File: src/rtl/yari_mem_arbiter.sv
// Two-port (data / instruction) memory arbiter with D priority, I starvation override,
// hold-until-accept locking, per-port outstanding-read limits and a zero-latency return path.
module yari_mem_arbiter #(
  parameter int unsigned STARVE_LIMIT    = 8,
  parameter int unsigned MAX_OUTSTANDING = 4
) (
  input  logic        clock,
  input  logic        rst,
  input  logic        dmem_read,
  input  logic        dmem_write,
  input  logic [29:0] dmem_address,
  input  logic [31:0] dmem_writedata,
  input  logic [3:0]  dmem_writedatamask,
  output logic        dmem_waitrequest,
  output logic [31:0] dmem_readdata,
  output logic        dmem_readdatavalid,
  input  logic        imem_read,
  input  logic [29:0] imem_address,
  output logic        imem_waitrequest,
  output logic [31:0] imem_readdata,
  output logic        imem_readdatavalid,
  input  logic        mem_waitrequest,
  input  logic [31:0] mem_readdata,
  input  logic [1:0]  mem_readdataid,
  output logic [1:0]  mem_id,
  output logic [29:0] mem_address,
  output logic        mem_read,
  output logic        mem_write,
  output logic [31:0] mem_writedata,
  output logic [3:0]  mem_writedatamask,
  output logic [31:0] perf_ic_starved
);

  localparam int unsigned SW = (STARVE_LIMIT < 1) ? 1 : $clog2(STARVE_LIMIT + 1);
  localparam logic [SW-1:0] STARVE_MAX = SW'(STARVE_LIMIT);
  localparam logic [3:0]    OUT_MAX    = 4'(MAX_OUTSTANDING);
  localparam logic [1:0]    ID_NONE    = 2'd0;
  localparam logic [1:0]    ID_D       = 2'd1;
  localparam logic [1:0]    ID_I       = 2'd2;

  typedef enum logic [1:0] {
    ST_FREE   = 2'd0,
    ST_LOCK_D = 2'd1,
    ST_LOCK_I = 2'd2
  } lock_e;

  lock_e         state_q, state_d;
  logic [SW-1:0] starve_q, starve_d;
  logic [3:0]    d_out_q, d_out_d, i_out_q, i_out_d;
  logic [31:0]   perf_q, perf_d;

  logic       d_req, d_elig, i_elig, force_i, forward, accept, starve_hit;
  logic [1:0] sel;
  logic       d_inc, d_dec, i_inc, i_dec;

  // Winner selection: a held lock owner beats any priority decision.
  always_comb begin
    d_req      = dmem_read | dmem_write;
    d_elig     = dmem_write | (dmem_read & (d_out_q < OUT_MAX));
    i_elig     = imem_read & (i_out_q < OUT_MAX);
    force_i    = i_elig & (starve_q == STARVE_MAX);
    sel        = ID_NONE;
    forward    = 1'b0;
    starve_hit = 1'b0;
    if (rst) begin
      sel     = ID_NONE;
      forward = 1'b0;
    end else begin
      case (state_q)
        ST_LOCK_D: begin
          sel     = ID_D;
          forward = d_req;
        end
        ST_LOCK_I: begin
          sel     = ID_I;
          forward = imem_read;
        end
        ST_FREE: begin
          if (force_i) begin
            sel        = ID_I;
            forward    = 1'b1;
            starve_hit = d_elig;
          end else if (d_elig) begin
            sel     = ID_D;
            forward = 1'b1;
          end else if (i_elig) begin
            sel     = ID_I;
            forward = 1'b1;
          end else begin
            sel     = ID_NONE;
            forward = 1'b0;
          end
        end
        default: begin
          sel     = ID_NONE;
          forward = 1'b0;
        end
      endcase
    end
    accept = forward & ~mem_waitrequest;
  end

  // Memory-side request mux, port handshakes and the return path.
  always_comb begin
    mem_id            = forward ? sel : ID_NONE;
    mem_address       = (sel == ID_I) ? imem_address : dmem_address;
    mem_writedata     = dmem_writedata;
    mem_writedatamask = dmem_writedatamask;
    mem_read          = 1'b0;
    mem_write         = 1'b0;
    if (forward && (sel == ID_D)) begin
      mem_read  = dmem_read;
      mem_write = dmem_write;
    end else if (forward && (sel == ID_I)) begin
      mem_read  = imem_read;
      mem_write = 1'b0;
    end else begin
      mem_read  = 1'b0;
      mem_write = 1'b0;
    end
    dmem_waitrequest   = (sel == ID_D) ? mem_waitrequest : 1'b1;
    imem_waitrequest   = (sel == ID_I) ? mem_waitrequest : 1'b1;
    dmem_readdatavalid = (mem_readdataid == ID_D);
    imem_readdatavalid = (mem_readdataid == ID_I);
    dmem_readdata      = mem_readdata;
    imem_readdata      = mem_readdata;
    perf_ic_starved    = perf_q;
  end

  // Next-state for lock, starvation counter, outstanding counters and perf counter.
  always_comb begin
    d_inc = accept & (sel == ID_D) & dmem_read;
    d_dec = (mem_readdataid == ID_D) & (d_out_q != 4'd0);
    i_inc = accept & (sel == ID_I);
    i_dec = (mem_readdataid == ID_I) & (i_out_q != 4'd0);

    state_d = state_q;
    if (state_q != ST_FREE) begin
      state_d = mem_waitrequest ? state_q : ST_FREE;
    end else if (mem_waitrequest && (sel == ID_D)) begin
      state_d = ST_LOCK_D;
    end else if (mem_waitrequest && (sel == ID_I)) begin
      state_d = ST_LOCK_I;
    end else begin
      state_d = ST_FREE;
    end

    starve_d = starve_q;
    if (!imem_read || (accept && (sel == ID_I))) begin
      starve_d = {SW{1'b0}};
    end else if (starve_q != STARVE_MAX) begin
      starve_d = starve_q + SW'(1'b1);
    end else begin
      starve_d = starve_q;
    end

    d_out_d = d_out_q;
    if (d_inc && !d_dec && (d_out_q != 4'hF)) begin
      d_out_d = d_out_q + 4'd1;
    end else if (d_dec && !d_inc) begin
      d_out_d = d_out_q - 4'd1;
    end else begin
      d_out_d = d_out_q;
    end

    i_out_d = i_out_q;
    if (i_inc && !i_dec && (i_out_q != 4'hF)) begin
      i_out_d = i_out_q + 4'd1;
    end else if (i_dec && !i_inc) begin
      i_out_d = i_out_q - 4'd1;
    end else begin
      i_out_d = i_out_q;
    end

    perf_d = starve_hit ? (perf_q + 32'd1) : perf_q;
  end

  // State registers with synchronous reset.
  always_ff @(posedge clock) begin
    if (rst) begin
      state_q  <= ST_FREE;
      starve_q <= {SW{1'b0}};
      d_out_q  <= 4'd0;
      i_out_q  <= 4'd0;
      perf_q   <= 32'd0;
    end else begin
      state_q  <= state_d;
      starve_q <= starve_d;
      d_out_q  <= d_out_d;
      i_out_q  <= i_out_d;
      perf_q   <= perf_d;
    end
  end

endmodule

File: config.mk
export PLATFORM = sky130hd
export DESIGN_NAME = yari_mem_arbiter
export DESIGN_NICKNAME = d
export VERILOG_FILES = /design/src/rtl/yari_mem_arbiter.sv
export SDC_FILE = /design/constraint.sdc
export NUM_CORES = 1
export LEC_CHECK = 0
export BUFFER_PORTS_ARGS = -buffer_cell sky130_fd_sc_hd__buf_2
export CAP_MARGIN = 10
export CORE_AREA = 3 3 119 121
export DETAILED_ROUTE_END_ITERATION = 16
export DIE_AREA = 0 0 122 124
export PLACE_DENSITY = 0.6
export SLEW_MARGIN = 20
export SYNTH_ARGS = -nofsm -noshare
export SYNTH_HDL_FRONTEND = slang
export SYNTH_SLANG_ARGS = --single-unit
File: constraint.sdc
create_clock -name clock -period 7 [get_ports clock]
set_input_delay 1.05 -clock clock [delete_from_list [all_inputs] [get_ports clock]]
set_output_delay 1.05 -clock clock [all_outputs]
set_load 0.005 [all_outputs]
# After elaboration in Yosys (flattened, before gate mapping)

Index checks and enable logic that the tools add are counted.

Eq/ne operators: 11
Reduce and logical (&&, ||, !) cells: 24
Bitwise operators: 12
$add $sub $neg: 6
Muxes and demuxes: 28
Magnitude comparators: 2

Operators with widths:

| kind                                                                  | count |
|---|---|
| 32-bit by 1-bit adder with 32-bit output, second input constant       | 1 |
| 30-bit two-way mux                                                    | 1 |
| 2-bit two-way mux                                                     | 9 |
| 4-bit two-way mux                                                     | 4 |
| 4-bit by 1-bit adder with 4-bit output, second input constant         | 3 |
| 1-bit two-way mux                                                     | 12 |
| 4-bit != test, second input constant                                  | 3 |
| 1-bit logical AND                                                     | 11 |
| 1-bit AND                                                             | 9 |
| 4-bit by 3-bit < comparator with 1-bit output, second input constant  | 2 |
| 4-bit nonzero test                                                    | 2 |
| 4-bit by 1-bit subtractor with 4-bit output, second input constant    | 2 |
| 2-bit by 1-bit equality test with 1-bit output, second input constant | 3 |
| 2-bit equality test, second input constant                            | 3 |
| 2-bit case mux with 3 select lines                                    | 1 |
| 2-bit nonzero test                                                    | 3 |
| 1-bit logical NOT                                                     | 5 |
| 4-bit equality test, second input constant                            | 1 |
| 1-bit case mux with 3 select lines                                    | 1 |
| 2-bit logical NOT                                                     | 1 |
| 2-bit != test, second input constant                                  | 1 |
| 1-bit bitwise OR                                                      | 2 |
| 2-bit OR reduction                                                    | 1 |
| 1-bit logical OR                                                      | 1 |
| 1-bit inverter                                                        | 1 |

Flip-flop bits (word level): 46
Input port bits: 136
Output and inout bits: 170
Logic and storage cells: 88

# Longest topological paths before layout

Gate-level depths: netlist of the first run.

Depth after elaboration: 14
Depth in mapped cells: 14
Gate-level depth less buffers: 13

# Least setup slack after synthesis of the first run

Ideal clock, no wire load.

Path type: input to register
From: input port dmem_read
To: register d_out_q[3]
Library setup time: 131 ps
Setup slack: 3498 ps
Cell stages on the path: 11
Arrival: 3371 ps
Cells stage by stage: nor3b_2 o22ai_1 a2111oi_4 and3_1 inv_1 ha_1 a21o_1 a21o_1 a211oi_1 o21ai_0 nor3b_1

Longest elaborated chain between the ends: 12
Elaborated cells on any way between the ends: 21
Classes of those cells: eq/ne (1); mux (9); bitwise (6); reduce/logical (5)

RTL lines:

| item                                                                                     | line     | source |
|---|---|---|
| start, declared                                                                          | 9        | `input logic dmem_read,` |
| 1-bit AND                                                                                | 59       | `d_elig = dmem_write \| (dmem_read & (d_out_q < OUT_MAX));` |
| 1-bit bitwise OR                                                                         | 59       |  |
| 2-bit two-way mux or 1-bit two-way mux (tied branches)                                   | 83       | `end else if (d_elig) begin` |
| 2-bit two-way mux or 1-bit two-way mux (tied branches)                                   | 79       | `if (force_i) begin` |
| 2-bit case mux with 3 select lines or 1-bit case mux with 3 select lines (tied branches) | 69       | `case (state_q)` |
| 2-bit two-way mux or 1-bit two-way mux (tied branches)                                   | 65       | `if (rst) begin` |
| 2-bit by 1-bit equality test with 1-bit output or 1-bit AND (tied branches)              | 132, 100 |  |
| 1-bit AND                                                                                | 132      | `d_inc = accept & (sel == ID_D) & dmem_read;` |
| 1-bit AND *                                                                              | 132      |  |
| 1-bit logical AND or 1-bit logical NOT (tied branches)                                   | 158, 160 |  |
| 1-bit logical AND, on equally long branches                                              | 158, 160 |  |
| 4-bit two-way mux or 2-bit nonzero test (tied branches)                                  | -        |  |
| end signal, assigned                                                                     | 189      | `d_out_q <= d_out_d;` |
| end, declared                                                                            | 49       | `logic [3:0] d_out_q, d_out_d, i_out_q, i_out_d;` |

Every way passes the cells marked *; elsewhere a longest branch is shown, timed or not.
A chain may end at the register's enable or synchronous reset.

# Worst setup path after layout of the first run

From: input port rst
To: output port mem_address[6]

Longest elaborated chain between the ends: 3

RTL lines:

| item                | line | source |
|---|---|---|
| start, declared     | 8    | `input logic rst,` |
| 2-bit two-way mux   | 65   |  |
| 2-bit equality test | 106  | `mem_address = (sel == ID_I) ? imem_address : dmem_address;` |
| 30-bit two-way mux  | 106  |  |
| end, declared       | 26   | `output logic [29:0] mem_address,` |

No other way between the ends.

==> results.cfg, run 1 <==
[synth]
synth_top_family_by_area = buffers and inverters
synth_seq_cells = 46
async_reset_ff_frac = 0
synth_simple_gate_area_frac = 0.2181
synthCells = 424
postSynthAreaPerCell_sq_um = 8.741
yosysWarnings = 0
synth_xor_area_frac = 0.08271
syn_area_sq_um = 3706
synthMuxAreaShare = 0.1023
yosys_most_used_dff = dfxtp_1
syn_nets = 569
synth-compound-area-share = 0.08170
synthAdderAreaFrac = 0.03444
yosysSeqAreaShare = 0.2485
synth_cell_types = 60
synth_edf_count = 0

[worst_setup_path]
crit_path_cell_trace = buf_2 > buf_4 > nor2_1 > o21ai_0 > nor2_2 > buf_4 > mux2_2 > buf_2
cp-end-kind = primary output
critPathSlowestCell = nor2_2
max_stage_delay_ps = 470
crit_type = in -> out
required_ps = 5950
cp_num_buf_inv = 4
cpLargestDelayFamily = buffers and inverters
worstSetupStartpointType = primary input
worstPathArrival_ps = 3170
crit_fanout = 55

[power]
peakVddDrop_uv = 94.76
p_leak_nw = 1.689
power.total_uw = 692.8
p_per_area_nw_per_um2 = 173.7

[clocking]
clk_latency_ps = 280
cts_hold_buf = 0
cts_setup_buffers = 0
clock_sinks = 46
clockBufferDepth = 2
cts_resized = 0
cts_tree = done
clk_pin_slew_ps = 60
cts-root-buf = clkbuf_16
cts_buffers = 5
h-tree-depth = 2

[finish]
postLayoutCellArea_sq_um = 3989
drive_gt1_frac = 0.4289
num-fill-cells = 1386
layout_common_cells = buf_2, dfxtp_1, nor2_1
area_growth_pct = 7.630
mostFrequentLayoutCell = buf_2
antenna_cells_inserted = 0
nets = 601

[detailed_routing]
wire_per_inst_microns = 15.62
post_drt_via_cell_ratio = 4.599
drc = 0
first_pass_iters = 4
vias = 2911
routed_wl_microns = 9890
ant_nets = 0
drt_iter0_drc = 125

[timing]
hold_viol = 0
rsz0062_at_grt = no
slew_headroom = 0.2531
worst_pin_slew_ps = 1110
setup_tns_ps = 0
fin_crit_sh = 0.6034
max_clock_freq_mhz = 236.7
setup-violations-final = 0
fin_crit_ps = 4224
slew_viol_final = 0
fin_skew_ps = 3.570

[hold_path]
hold_path_class = reg -> reg

[placement]
post_dp_cell_area_sq_um = 3817
dp_hpwl_microns = 8014
place.gp.congestion = 0.8873
io_buffers = 137

[global_route]
grt_max_degree = 56
grt_pass1_vias = 2953
grt_pass1_wl_microns = 14950
track_usage = 0.1245
antenna_found_initial = 0
overflow = 0

[floorplan]
dieArea_sq_um = 15130
ioPinCount = 306
core_area_sq_um = 13190
die_h_microns = 124
start_util = 0.2810
num_rows = 42
die_x_microns = 122

[run]
maxCapViolCount = 0

[run_status]
status = complete, no violations
-- Yosys cell counts (3+ instances only) --
| library cell | n | share of area |
|---|---|---|
| nor3_1 | 14 | 0.019 |
| and4_1 | 3 | 0.0071 |
| buf_4 | 100 | 0.20 |
| nor2_1 | 40 | 0.041 |
| and3_1 | 4 | 0.0068 |
| xor2_1 | 19 | 0.045 |
| clkbuf_1 | 7 | 0.0071 |
| inv_1 | 12 | 0.012 |
| nor3b_1 | 4 | 0.0081 |
| nand2b_1 | 4 | 0.0068 |
| nand2_1 | 13 | 0.013 |
| nand3_1 | 15 | 0.020 |
| mux2i_1 | 3 | 0.0081 |
| nand4_1 | 9 | 0.015 |
| a21oi_1 | 7 | 0.0095 |
| o21a_1 | 3 | 0.0061 |
| dfxtp_1 | 46 | 0.25 |
| a21o_1 | 4 | 0.0081 |
| o21ai_0 | 8 | 0.011 |
| nor4_2 | 3 | 0.010 |
| xnor2_1 | 16 | 0.038 |
| nor2b_1 | 3 | 0.0051 |
| nor4_1 | 4 | 0.0068 |
| mux2_2 | 30 | 0.091 |
| ha_1 | 7 | 0.024 |
| buf_2 | 3 | 0.0041 |
-- power breakdown --
part	switching, mW	internal (mW)	leakage [nW]
logic	0.0696	0.0741	1.24
registers	0.0131	0.269	0.371
clock network	0.0978	0.169	0.0781
total	0.181	0.512	1.69
-- layout make-up --
cell class / count / area, sq um / share of cell area
Inverter: 12 / 45.04 / 0.01129
Clock inverter: 1 / 30.03 / 0.007528
Sequential cell: 46 / 920.9 / 0.2309
Timing Repair Buffer: 139 / 700.7 / 0.1757
Multi-Input combinational cell: 252 / 1939 / 0.4862
Tap cell: 176 / 220.2 / 0.05521
Clock buffer: 7 / 132.6 / 0.03325
-- metal layers --
| layer | vias to the layer above | routed length (microns) | track usage |
|---|---|---|---|
| li1 | 1408 | - | - |
| met1 | 1342 | 3736 | 0.1330 |
| met2 | 149 | 5154 | 0.2365 |
| met3 | 12 | 920 | 0.04541 |
| met4 | 0 | 79 | 0.02311 |
| met5 | - | 0 | 0 |
-- flip-flops by register name, indices dropped and copies added (netlist names) --
signal	flops
starve_q	4
state_q	2
perf_ic_starved	32
d_out_q	4
i_out_q	4
-- through the flow --
stage / std cells / hold WS [ps] / utilization / worst slack [ps]
2_1_floorplan: 424 / 461.8 / - / 3498
3_3_place_gp: 625 / 479.5 / 0.2894 / 2723
3_5_place_dp: 625 / 495.2 / 0.2894 / 2583
4_1_cts: 633 / 503.2 / 0.3017 / 2764
5_1_grt: 633 / 528.8 / 0.3024 / 2584
6_report: 633 / 500.7 / 0.3024 / 2776
-- worst min-delay path: cells and delay by family (launching register included) --
kind            cells  cell delay, ps
flops               1             320
compound gates      2             130
-- logic make-up (layout without fill, tap and decap cells) --
family                     count (synthesis)  after routing
AOI/OAI and AO/OA                         36             36
xor gates and xnor gates                  35             35
adders and majority gates                  9              9
buffers and inverters                    126            159
DFF                                       46             46
muxes                                     34             34
and+or+nand+nor                          138            138
-- worst paths after layout --
check | startpoint | endpoint | slack (ps) | depth (start not counted)
min | perf_ic_starved[13] | perf_ic_starved[13] | 500 | 2
max | rst | mem_address[6] | 2780 | 8
min reg2reg | perf_ic_starved[13] | perf_ic_starved[13] | 500 | 2
max reg2reg | starve_q[0] | i_out_q[3] | 3340 | 13
Power figures use the tool's default switching activity.
==> run 2, diff against run 1 <==
==> constraint.sdc (replaced) <==
create_clock -name clock -period 4.3 [get_ports clock]
set_input_delay 0.645 -clock clock [delete_from_list [all_inputs] [get_ports clock]]
set_output_delay 0.645 -clock clock [all_outputs]
set_load 0.005 [all_outputs]
==> run 2 against run 1 <==
  * Cell area is 0.25% higher
  * Clock power rose by 66%
  * Die area did not move
  * Core utilization increased by 0.076 points
  * Largest power group unchanged
  * Highest routed layer unchanged
==> results.cfg, run 2 (synthesis results as in run 1) <==
[clocking]
cts_resized = 0
h-tree-depth = 2
cts_hold_buf = 0
clock_sinks = 46
cts_buffers = 5
clk_latency_ps = 280
cts_setup_buffers = 0
clockBufferDepth = 2
cts-root-buf = clkbuf_16
cts_tree = done
clk_pin_slew_ps = 70

[global_route]
track_usage = 0.1241
grt_pass1_vias = 2888
grt_pass1_wl_microns = 14940
antenna_found_initial = 0
overflow = 0
grt_max_degree = 35

[floorplan]
die_h_microns = 124
start_util = 0.2810
core_area_sq_um = 13190
dieArea_sq_um = 15130
ioPinCount = 306
num_rows = 42
die_x_microns = 122

[placement]
place.gp.congestion = 0.9381
io_buffers = 137
post_dp_cell_area_sq_um = 3832
dp_hpwl_microns = 8056
dpl.cell_count = 627

[timing]
worst_pin_slew_ps = 622.8
slew_viol_final = 0
fin_skew_ps = 4.321
fin_crit_sh = 0.7595
setup_tns_ps = 0
slew_headroom = 0.5848
hold_viol = 0
setup-violations-final = 0
max_clock_freq_mhz = 306.2
rsz0062_at_grt = no
fin_crit_ps = 3266

[detailed_routing]
drt_iter0_drc = 121
vias = 2909
ant_nets = 0
post_drt_via_cell_ratio = 4.581
wire_per_inst_microns = 15.48
drc = 0
routed_wl_microns = 9831
first_pass_iters = 4

[finish]
largest_reg_flops = 32
postLayoutCellArea_sq_um = 3999
antenna_cells_inserted = 0
area_growth_pct = 7.900
mostFrequentLayoutCell = buf_2
drive_gt1_frac = 0.4336
final_cells = 635
nets = 603
layout_common_cells = buf_2, dfxtp_1, nor2_1

[worst_setup_path]
crit_fanout = 6
cp-end-kind = flop
required_ps = 4450
worstSetupStartpointType = flop
worstPathArrival_ps = 3420
crit_type = reg -> reg

[power]
p_per_area_nw_per_um2 = 284.4
peakVddDrop_uv = 135.0
p_leak_nw = 1.691

[run_status]
status = complete, no violations

[run]
maxCapViolCount = 0

[hold_path]
hold_path_class = reg -> reg
==> run 2: changes by cell type in the layout (fill, tap and decap cells not counted), sizes merged <==
cell      delta
clkbuf       -1
clkinvlp     +1
buf          +2
==> run 2: through the flow <==
stage	total power, mW	worst slack (ps)	utilization	hold slack, ps
floorplan	0.6882	1203	-	461.8
global placement	0.6997	910.5	0.2906	477.7
detailed placement	0.7056	795.7	0.2906	494.1
CTS	1.154	1048	0.3032	508.3
global route	1.198	792.5	0.3032	531.4
finish	1.137	1034	0.3032	509.8
==> run 2: metal layers <==
layer / GRT usage / routed length [microns]
met5: 0 / 0
met4: 0.02241 / 59
met3: 0.03361 / 808
met2: 0.2310 / 5133
met1: 0.1437 / 3830
==> run 2: cell type report <==
type                            instances  area [sq um]
Fill cell                            1404          9191
Multi-Input combinational cell        252          1931
Sequential cell                        46         920.9
Timing Repair Buffer                  141         715.7
Tap cell                              176         220.2
Clock buffer                            6         128.9
Inverter                               12         45.04
Clock inverter                          2         37.54
==> run 2: path summary, 6_finish.rpt <==
| path | from | endpoint | slack (ps) | depth (start not counted) |
|---|---|---|---|---|
| worst max-delay path | starve_q[0] | d_out_q[3] | 1030 | 13 |
| worst max register to register | starve_q[0] | d_out_q[3] | 1030 | 13 |
| worst min-delay path | starve_q[1] | starve_q[1] | 510 | 2 |
| worst min register to register | starve_q[1] | starve_q[1] | 510 | 2 |
==> run 2: worst max-delay path: stages (launching register included) <==
cell       delay [ps]
dfxtp_1           360
inv_1              80
ha_1              210
nand3b_1          200
o22ai_1           180
a2111oi_4         520
and3_1            280
inv_1             130
ha_1              290
a21o_1            180
a21o_1            180
a211oi_1          260
o21ai_0           120
nor3b_1           140
==> run 2: power by group <==
part / internal (mW) / switching [mW] / total [mW]
clock: 0.275 / 0.167 / 0.442
sequential: 0.438 / 0.0210 / 0.459
combinational: 0.121 / 0.115 / 0.236
==> run 3, diff against run 2 <==
--- a/config.mk
+++ b/config.mk
@@ -5,12 +5,13 @@
 export SDC_FILE = /design/constraint.sdc
 export NUM_CORES = 1
 export LEC_CHECK = 0
+export ABC_AREA = 1
 export BUFFER_PORTS_ARGS = -buffer_cell sky130_fd_sc_hd__buf_2
 export CAP_MARGIN = 10
-export CORE_AREA = 3 3 119 121
+export CORE_AREA = 3 3 116 118
 export DETAILED_ROUTE_END_ITERATION = 16
-export DIE_AREA = 0 0 122 124
-export PLACE_DENSITY = 0.6
+export DIE_AREA = 0 0 119 121
+export PLACE_DENSITY = 0.68
 export SLEW_MARGIN = 20
 export SYNTH_ARGS = -nofsm -noshare
 export SYNTH_HDL_FRONTEND = slang
==> constraint.sdc (replaced) <==
create_clock -name clock -period 2.8 [get_ports clock]
set_input_delay 0.42 -clock clock [delete_from_list [all_inputs] [get_ports clock]]
set_output_delay 0.42 -clock clock [all_outputs]
set_load 0.005 [all_outputs]
==> run 3 against run 2 <==
  * Core utilization grew 3.8 points
  * Clock power grew 42%
  * Die area shrank 4.8%
  * Fmax grew 28%
  * Synthesized cell count grew 45%
  * Count of clock-buffer cells in the layout shrank 1
==> results.cfg, run 3 <==
[clocking]
cts-root-buf = clkbuf_16
cts_resized = 0
cts_setup_buffers = 0
h-tree-depth = 2
clk_pin_slew_ps = 70
clk_latency_ps = 290
clockBufferDepth = 2
cts_tree = done
clock_sinks = 46
cts_buffers = 5
cts_hold_buf = 0

[worst_setup_path]
worstSetupStartpointType = flop
crit_start = starve_q[0]
crit_type = reg -> reg
cp-end-kind = flop
required_ps = 2990
crit_fanout = 6
worstPathArrival_ps = 2730
regToRegStartpoint = starve_q[0]

[global_route]
antenna_found_initial = 0
grt_pass1_vias = 3239
grt_max_degree = 34
overflow = 0
grt_pass1_wl_microns = 16370
track_usage = 0.1366

[finish]
num-fill-cells = 1392
fin_util = 0.3412
nets = 795
antenna_cells_inserted = 0
mostFrequentLayoutCell = nand2_1
regArea_sq_um = 920.9
largest_reg_flops = 32
drive_gt1_frac = 0.2949
layout_common_cells = nand2_1, buf_2, nor2_1
multi_input_area_sq_um = 2086
area_growth_pct = 7.127

[synth]
yosysSeqAreaShare = 0.2301
yosysMostFrequentCell = nand2_1
yosys-top-cells-area = dfxtp_1, buf_4, nand2_1
synth.top_cell.area_share = 0.2301
syn_nets = 760
synth_edf_count = 0
yosysWarnings = 0
synthCells = 615
synth_top_area_cell = dfxtp_1
synth_seq_cells = 46
postSynthAreaPerCell_sq_um = 6.508
syn_area_sq_um = 4003
yosys-top-cells-count = nand2_1, buf_4, nor2_1
async_reset_ff_frac = 0
yosys_most_used_dff = dfxtp_1
synth_cell_types = 44

[detailed_routing]
vias = 3640
drc = 0
routed_wl_microns = 10520
post_drt_via_cell_ratio = 4.423
first_pass_iters = 4
drt_iter0_drc = 225
wire_per_inst_microns = 12.78
ant_nets = 0

[timing]
slew_headroom = 0.7559
max_clock_freq_mhz = 392.7
fin_crit_ps = 2546
worst_pin_slew_ps = 362.3
hold_viol = 0
slew_viol_final = 0
fin_skew_ps = 13.95
whs_ps = 435.2
rsz0062_at_grt = no
setup-violations-final = 0
setup_tns_ps = 0
fin_crit_sh = 0.9094

[placement]
place.gp.congestion = 0.8741
io_buffers = 137
dp_hpwl_microns = 8546

[floorplan]
start_util = 0.3185
core_area_sq_um = 12570
die_h_microns = 121
dieArea_sq_um = 14400
ioPinCount = 306
die_x_microns = 119
num_rows = 41

[power]
power_frac_seq = 0.410
peakVddDrop_uv = 235.8
p_per_area_nw_per_um2 = 398.1
p_int_mw = 1.183
clkPwrFrac = 0.367
comb_power_share = 0.223
p_sw_frac = 0.3072
power_switching_uw = 524.4
p_leak_nw = 2.065

[run]
maxCapViolCount = 0

[run_status]
status = complete, no violations

[hold_path]
worst_hold_startpoint = mem_waitrequest
hold_path_class = in -> reg
run 3: cell types whose count changed in the layout (fill, tap and decap cells not counted), moves of 8 or more:
cell	delta
a21oi_1	+26
nor2_1	+13
nand3_1	+8
xor2_1	-11
inv_1	+31
inv_2	+8
nand2_1	+164
nand2_2	+10
mux2_2	-30
xnor2_1	-11
run 3: cell families (layout without fill, tap and decap cells):
logic type,after synthesis,in the layout,synth area share
xor+xnor,13,13,0.02845
flops,46,46,0.2301
fa+ha+maj,9,9,0.03188
buf+inv,165,201,0.2523
compound gates,64,64,0.09065
simple gates,318,318,0.3667
run 3: power by group through the flow:
stage	Combinational, mW	Sequential (mW)	Clock (mW)
after floorplan	0.356	0.709	0
after global placement	0.375	0.716	0
after detailed placement	0.376	0.716	0
after CTS	0.378	0.700	0.657
after global routing	0.433	0.706	0.688
final	0.380	0.700	0.627
run 3: area by class of cell:
type / instances / share of cell area
Timing Repair Buffer: 141 / 0.1669
Inverter: 52 / 0.04581
Multi-Input combinational cell: 404 / 0.4864
Clock inverter: 3 / 0.006711
Sequential cell: 46 / 0.2148
Tap cell: 172 / 0.05019
Clock buffer: 5 / 0.02918
run 3: worst max-delay path: stages, from the launching register on:
cell and delay [ps]:
dfxtp_1 370, inv_1 70, ha_1 200, nand2_1 120
nor2_4 60, nand2_4 110, nand2_2 70, nand2_4 80
nand2_4 60, nor2_4 140, nand4_4 140, ha_1 350
nand2_1 80, nand2_1 50, a31oi_1 170, nand4_1 130
nand3_2 100, nand2_1 50, nand2_1 50, nor2_1 30
run 3: layer usage:
layer | wire, microns | vias to the layer above | share of wire | track usage
met4 | 160 | 0 | 0.015 | 0.04490
li1 | - | 1929 | - | -
met2 | 4646 | 83 | 0.44 | 0.1978
met3 | 878 | 27 | 0.083 | 0.05315
met5 | 0 | - | 0 | 0
met1 | 4833 | 1601 | 0.46 | 0.1850
run 3: metrics by stage:
step | setup WS (ps) | cell area (sq um) | instances | total power, mW
6_report | 253.7 | 4288 | 823 | 1.707
5_1_grt | 33.40 | 4288 | 823 | 1.826
4_1_cts | 199.5 | 4274 | 823 | 1.736
3_5_place_dp | 216.8 | 4120 | 815 | 1.092
3_3_place_gp | 303.3 | 4120 | 815 | 1.091
2_1_floorplan | 395.9 | 4003 | 615 | 1.065
run 3: path summary, 6_finish.rpt:
kind                      end  slack, ps  depth (start not counted)
hold / removal     state_q[1]        440                          3
setup reg to reg   d_out_q[3]        250                         19
hold reg to reg   starve_q[3]        480                          2
setup / recovery   d_out_q[3]        250                         19
